### src/rtl/mem_port_arbiter.sv
// mem_port_arbiter
//   Shares one single-port synchronous memory between instruction fetch
//   (read-only) and data access (read/write). Data has priority. A starvation
//   counter hands the grant to fetch after STARVE_LIMIT consecutive data
//   grants made while fetch was waiting.
//
//   Each access takes three cycles: IDLE (grant) -> ACCESS (address/write
//   strobe on the memory) -> RESP (capture read data, pulse ack). The ack
//   cycle is IDLE again, so the other port can be granted in that same cycle.
//
//   Optional build macro MEM_ARB_PERF_EN adds 16-bit saturating counters
//   perf_if_grants, perf_d_grants and perf_conflicts.
//
// Ports:
//   clk, rst         rising-edge clock, synchronous active-high reset
//   if_req/if_addr   fetch request, held until if_ack
//   if_ack/if_rdata  one-cycle completion pulse, fetched byte (held)
//   d_req/d_we/d_addr/d_wdata   data request, held until d_ack
//   d_ack/d_rdata    one-cycle completion pulse, read byte (held)
//   mem_*            shared memory port; mem_read_data is registered
//   busy             high while in ACCESS or RESP
module mem_port_arbiter #(
    parameter int ADDR_W       = 8,
    parameter int DATA_W       = 8,
    parameter int STARVE_LIMIT = 4
) (
    input  logic              clk,
    input  logic              rst,
    input  logic              if_req,
    input  logic [ADDR_W-1:0] if_addr,
    output logic              if_ack,
    output logic [DATA_W-1:0] if_rdata,
    input  logic              d_req,
    input  logic              d_we,
    input  logic [ADDR_W-1:0] d_addr,
    input  logic [DATA_W-1:0] d_wdata,
    output logic              d_ack,
    output logic [DATA_W-1:0] d_rdata,
    output logic [ADDR_W-1:0] mem_address,
    output logic              mem_write_en,
    output logic [DATA_W-1:0] mem_write_data,
    input  logic [DATA_W-1:0] mem_read_data,
    output logic              busy
`ifdef MEM_ARB_PERF_EN
    ,
    output logic [15:0]       perf_if_grants,
    output logic [15:0]       perf_d_grants,
    output logic [15:0]       perf_conflicts
`endif
);

    localparam logic [1:0] IDLE   = 2'd0;
    localparam logic [1:0] ACCESS = 2'd1;
    localparam logic [1:0] RESP   = 2'd2;

    localparam logic [3:0] LIMIT = 4'(STARVE_LIMIT);

    logic [1:0]        state_q, state_d;
    logic [3:0]        starve_q, starve_d;
    logic              win_if_q;          // 1 = current access belongs to fetch
    logic              we_q;
    logic [ADDR_W-1:0] addr_q;
    logic [DATA_W-1:0] wdata_q;
    logic              if_ack_q, d_ack_q;
    logic [DATA_W-1:0] if_rdata_q, d_rdata_q;

    logic if_elig, d_elig, grant, pick_if;

    // A request still held high during its own ack cycle must not win again.
    always_comb begin
        if_elig  = if_req & ~if_ack_q;
        d_elig   = d_req & ~d_ack_q;
        grant    = (state_q == IDLE) & (if_elig | d_elig);
        pick_if  = if_elig & (~d_elig | (starve_q == LIMIT));

        state_d  = state_q;
        starve_d = starve_q;
        case (state_q)
            IDLE: begin
                if (grant) begin
                    state_d = ACCESS;
                    if (pick_if)     starve_d = 4'd0;
                    else if (if_elig) starve_d = starve_q + 4'd1;
                    else             starve_d = 4'd0;
                end
            end
            ACCESS:  state_d = RESP;
            default: state_d = IDLE;
        endcase
    end

    always_ff @(posedge clk) begin
        if (rst) begin
            state_q    <= IDLE;
            starve_q   <= 4'd0;
            win_if_q   <= 1'b0;
            we_q       <= 1'b0;
            addr_q     <= '0;
            wdata_q    <= '0;
            if_ack_q   <= 1'b0;
            d_ack_q    <= 1'b0;
            if_rdata_q <= '0;
            d_rdata_q  <= '0;
        end else begin
            state_q  <= state_d;
            starve_q <= starve_d;
            if_ack_q <= 1'b0;
            d_ack_q  <= 1'b0;
            if (grant) begin
                win_if_q <= pick_if;
                we_q     <= ~pick_if & d_we;
                addr_q   <= pick_if ? if_addr : d_addr;
                if (!pick_if) wdata_q <= d_wdata;
            end
            if (state_q == RESP) begin
                if (win_if_q) begin
                    if_ack_q   <= 1'b1;
                    if_rdata_q <= mem_read_data;
                end else begin
                    d_ack_q <= 1'b1;
                    if (!we_q) d_rdata_q <= mem_read_data;
                end
            end
        end
    end

    // addr_q/wdata_q only change at a grant, so the memory bus holds its
    // last values outside ACCESS. The strobe is gated by rst so a reset
    // landing on an ACCESS cycle never commits the write.
    assign mem_address    = addr_q;
    assign mem_write_data = wdata_q;
    assign mem_write_en   = (state_q == ACCESS) & we_q & ~rst;
    assign busy           = (state_q == ACCESS) | (state_q == RESP);
    assign if_ack         = if_ack_q;
    assign d_ack          = d_ack_q;
    assign if_rdata       = if_rdata_q;
    assign d_rdata        = d_rdata_q;

`ifdef MEM_ARB_PERF_EN
    logic [15:0] pif_q, pd_q, pc_q;

    always_ff @(posedge clk) begin
        if (rst) begin
            pif_q <= '0;
            pd_q  <= '0;
            pc_q  <= '0;
        end else begin
            if (grant & pick_if & (pif_q != 16'hFFFF))  pif_q <= pif_q + 16'd1;
            if (grant & ~pick_if & (pd_q != 16'hFFFF))  pd_q  <= pd_q + 16'd1;
            if ((state_q == IDLE) & if_elig & d_elig & (pc_q != 16'hFFFF))
                pc_q <= pc_q + 16'd1;
        end
    end

    assign perf_if_grants = pif_q;
    assign perf_d_grants  = pd_q;
    assign perf_conflicts = pc_q;
`endif

endmodule

### config.mk
export PLATFORM = sky130hd
export DESIGN_NAME = mem_port_arbiter
export DESIGN_NICKNAME = d
export VERILOG_FILES = /design/src/rtl/mem_port_arbiter.sv
export SDC_FILE = /design/constraint.sdc
export NUM_CORES = 1
export LEC_CHECK = 0
export BUFFER_PORTS_ARGS = -buffer_cell sky130_fd_sc_hd__buf_2
export CAP_MARGIN = 10
export CELL_PAD_IN_SITES_DETAIL_PLACEMENT = 0
export CELL_PAD_IN_SITES_GLOBAL_PLACEMENT = 1
export CORE_MARGIN = 1.5
export CORE_UTILIZATION = 34
export DETAILED_ROUTE_END_ITERATION = 8
export GPL_TIMING_DRIVEN = 0
export MAX_ROUTING_LAYER = met4
export PLACE_DENSITY = 0.89
export SYNTH_ARGS = -nofsm -noshare
export SYNTH_HDL_FRONTEND = slang
export SYNTH_SLANG_ARGS = --single-unit
### constraint.sdc
create_clock -name clk -period 1.8 [get_ports clk]
set_input_delay 0.18 -clock clk [delete_from_list [all_inputs] [get_ports clk]]
set_output_delay 0.18 -clock clk [all_outputs]
set_load 0.1 [all_outputs]
== Word-level counts from Yosys, hierarchy flattened ==
Cells that the tools add are included.

* Bits in registers: 42
* Output and inout port bits: 36
* Word-level logic and storage cells: 46

* Add/subtract/negate cells: 1
* Equality and inequality tests: 4
* Multiplexer cells: 7
* Bitwise gates (word level): 18
* Reduce and logical (&&, ||, !) cells: 6

{| class="wikitable"
|+ Operators by type and width
! kind !! count
|-
| 4-bit 2-to-1 mux || 2
|-
| 8-bit 2-to-1 mux || 1
|-
| 1-bit inverter || 8
|-
| 1-bit AND || 7
|-
| 2-bit AND reduction || 3
|-
| 4-bit by 1-bit adder with 4-bit output (second input constant) || 1
|-
| 4-bit by 3-bit equality test with 1-bit output (second input constant) || 1
|-
| 2-bit case mux with 2 select lines || 1
|-
| 1-bit bitwise OR || 3
|-
| 3-bit AND reduction || 1
|-
| 2-bit by 1-bit equality test with 1-bit output (second input constant) || 1
|-
| 2-bit equality test (second input constant) || 1
|-
| 2-bit zero test || 1
|-
| 1-bit 2-to-1 mux || 2
|-
| 2-bit 2-to-1 mux || 1
|-
| 2-bit != test (second input constant) || 1
|-
| 2-bit OR reduction || 1
|}

== Logic depth before layout (Yosys ltp) ==
* Depth after elaboration: 7
* Depth in mapped cells: 8
* Gate-level depth less buffers: 6

== Worst setup path before layout ==
OpenSTA, ideal clock, no wires.

* Kind: input -> output
* Start: in rst
* End: out mem_write_en
* Arrival: 1.824 ns
* Data required time: 1.620 ns
* Slack: -0.204 ns
* Stages: 3
* Path through: clkbuf_1 -> clkbuf_1 -> nor2_1

* Longest elaborated chain between the ends: 2

{| class="wikitable"
|+ RTL lines
! element !! RTL line !! source
|-
| from (decl) || 28 || <nowiki>input logic rst,</nowiki>
|-
| 1-bit inverter || 132 || <nowiki>assign mem_write_en = (state_q == ACCESS) & we_q & ~rst;</nowiki>
|-
| 1-bit AND || 132 ||
|-
| to (decl) || 40 || <nowiki>output logic mem_write_en,</nowiki>
|}

Every way passes these cells.

== Worst setup path after layout ==
* Start: reg state_q[1]
* End: out mem_write_en

* Longest elaborated chain between the ends: 3

{| class="wikitable"
|+ RTL lines
! element !! RTL line !! source
|-
| from (decl) || 58 || <nowiki>logic [1:0] state_q, state_d;</nowiki>
|-
| from (signal assigned) || 105 || <nowiki>state_q <= state_d;</nowiki>
|-
| 2-bit by 1-bit equality test with 1-bit output || 132 ||
|-
| 1-bit AND (2 in series) || 132 ||
|}

Every way passes these cells.

==> metrics.yaml <==
outcome:
  run_status: "completed"
grt:
  first_global_vias: 1502
  grt_first_pass_wirelength_mm: 6.64
  grt.overflow.total: 0
  antenna_found_initial: 0
  grt_util_all_layers_pct: 16.6
  grt_max_degree: 15
yosys:
  synth_nets: 224
  synth_fa_ha_area_share_pct: 3.70
  synth_xor_area_share_pct: 0
  syn_inst: 182
  syn_area_um2: 1690
  synth_top_family_by_area: "simple AND/OR/NAND/NOR gates"
  muxShareOfSynthArea_pct: 10.6
  yosys_warnings: 0
  avgSynthCellArea_um2: 9.30
  synth-compound-area-share_pct: 11.8
  synth_seq_cells: 42
  synth-simple-area-share_pct: 19.4
  synth-seq-area-share_pct: 49.7
  synthDistinctLibCells: 27
die:
  die_y_um: 73.6
  dieArea_um2: 5410
  rows: 25
  ios: 73
  fp.coreArea_um2: 4750
  fp.dieW_um: 73.6
  initial_core_util_pct: 35.6
detailed_routing:
  avgRoutedWirePerCell_um: 12.4
  drc: 0
  vias_per_cell: 4.63
  num_vias: 1519
  drt_wl_total_mm: 4.07
  ant_nets: 0
  first_iter_violations: 87
  drtPass1Iterations: 4
clock_tree:
  clk_latency_ns: 0.29
  cts_buffers: 5
  cts_tree: "done"
  htree_num_levels: 2
  post_cts_buffers: 0
  numClockSinks: 42
  clk_pin_slew_ns: 0.09
  cts.path.max_buffers: 2
  clockRootBuffer: "clkbuf_8"
power:
  p_leak_nw: 1.02
  peakVddDrop_mv: 0.493
  power_density_nw_per_um2: 1030
job:
  max_cap_viol_count: 0
setup_path:
  crit_path_max_incr_delay_ns: 0.43
  start_kind: "flip-flop"
  required_ns: 1.62
  crit_fanout: 3
  crit_slowest_cell: "buf_2"
  critPathBufInv: 2
  critical_path.top_delay_family: "buffers and inverters"
  cp.arrival_ns: 1.48
  crit_chain: "inv_1 -> ha_1 -> nand2_1 -> nor2_2 -> buf_2"
  worstSetupEndpointType: "output pin"
  crit_type: "flip-flop to output pin"
placed_design:
  dp.cells: 320
  place.gp.congestion: 0.750
  dp_hpwl_mm: 2.88
  port_buffers: 71
layout:
  fillerInstances: 517
  syn_to_final_growth_pct: 31.9
  finalNonFillerCells: 328
  layout_commonest_cell: "buf_2"
  n_antenna_cell: 0
  drive_above_1_share_pct: 34.1
  nets: 302
  final_cell_mix: "72 x buf_2, 40 x dfxtp_1, 23 x nor2_1"
timing:
  period_share_pct: 92.5
  setup_tns_ns: 0
  clock_skew_ns: 0.00771
  fmax_ghz: 0.601
  min_period_ns: 1.66
  finalSetupViolCount: 0
  grt_setup_unrepaired: "false"
  finalHoldViolCount: 0
  hold_ws_ns: 0.114
  worstMarginPinSlew_ns: 0.497
  slew_headroom_pct: 66.9
  finalMaxSlewViolations: 0
worst_hold_path:
  hold_class: "input pin to flip-flop"
[layout make-up]
cell class              instances  area, um^2  area share [%]
clock buffers                   5        68.8            3.08
inverters                       5        18.8           0.841
multi-input cells             125         779            34.9
flip-flops and latches         42         843            37.8
well taps                      67        83.8            3.76
plain buffers                  10        61.3            2.75
repair buffers                 71         355            15.9
clock inverters                 3        21.3           0.953
[metal layers]
layer,up-vias,GRT usage (%),routed length [um]
li1,783,-,-
met1,700,19.3,1880
met2,34,27.2,1990
met3,2,5.08,182
met4,0,5.56,23
met5,-,-,0
[repair_timing]
item | CTS | global route
gates resized for setup | 0 | 1
hold buffers | 0 | 0
endpoints found under the setup margin | 0 | 8
[cells in the mapped netlist]
library cell	number	area (um^2)
nand3b_1	5	37.5
a311oi_1	1	8.76
nand3_1	13	65.1
buf_8	1	15.0
a22oi_2	1	12.5
inv_1	5	18.8
o211a_1	1	10.0
clkbuf_1	6	22.5
nor2_1	24	90.1
buf_2	1	5.00
a21oi_1	17	85.1
dfxtp_1	42	841
a21oi_2	1	8.76
buf_6	1	11.3
nand4b_1	1	8.76
nor4_1	1	6.26
nor2_2	1	6.26
and3b_1	1	8.76
nand2b_1	3	18.8
mux2i_1	18	180
nor2b_1	1	6.26
a21o_1	1	7.51
ha_1	5	62.6
buf_4	1	7.51
nand2_1	19	71.3
nor3_1	2	10.0
a22oi_1	9	67.6
[final timing paths]
path                                          startpoint                              to  slack [ns]  cells past startpoint
worst min-delay path                           d_addr[0]     mem_address[0]$_SDFFE_PP0P_        0.11                      3
worst min register to register  if_rdata[6]$_SDFFE_PP0P_        if_rdata[6]$_SDFFE_PP0P_        0.46                      2
worst max register to register  starve_q[0]$_SDFFE_PP0P_  mem_write_data[6]$_SDFFE_PP0P_        0.18                      8
worst max-delay path             state_q[1]$_SDFFE_PP0P_                    mem_write_en        0.14                      5
[where the power goes]
part	leakage [nW]	switching (W)	internal (W)	total [W]
Combinational	0.638	0.000513	0.000155	0.000668
Sequential	0.343	0.0000278	0.000981	0.00101
Clock	0.0441	0.000346	0.000273	0.000619
Total	1.02	0.000887	0.00141	0.00230
[cells by family after synthesis]
| group | after synthesis |
|---|---|
| simple gates | 71 |
| mux | 18 |
| compound gates | 31 |
| fa+ha+maj | 5 |
| buf+inv | 15 |
| flops | 42 |
[worst min-delay path, delay by kind of cell]
family          cells  cell delay, ns
simple gates        1            0.05
buf+inv             1            0.09
compound gates      1            0.05
[through the flow]
stage / worst slack, ns / utilization (%) / cell area (um^2) / total power, W
after global placement: 0.0883 / 44.9 / 2140 / 0.00170
after detailed placement: 0.0704 / 44.9 / 2140 / 0.00170
after floorplan: 0.150 / - / 1700 / 0.00157
after global routing: 0.0517 / 46.9 / 2230 / 0.00241
after CTS: 0.0466 / 46.8 / 2230 / 0.00233
final: 0.135 / 46.9 / 2230 / 0.00230
[flip-flops by register name (all words and copies together) (netlist names)]
name / flops
d_ack: 1
state_q: 2
mem_address: 8
if_ack: 1
starve_q: 4
mem_write_data: 8
we_q: 1
d_rdata: 8
win_if_q: 1
if_rdata: 8
(Power assumes the default switching activity.)
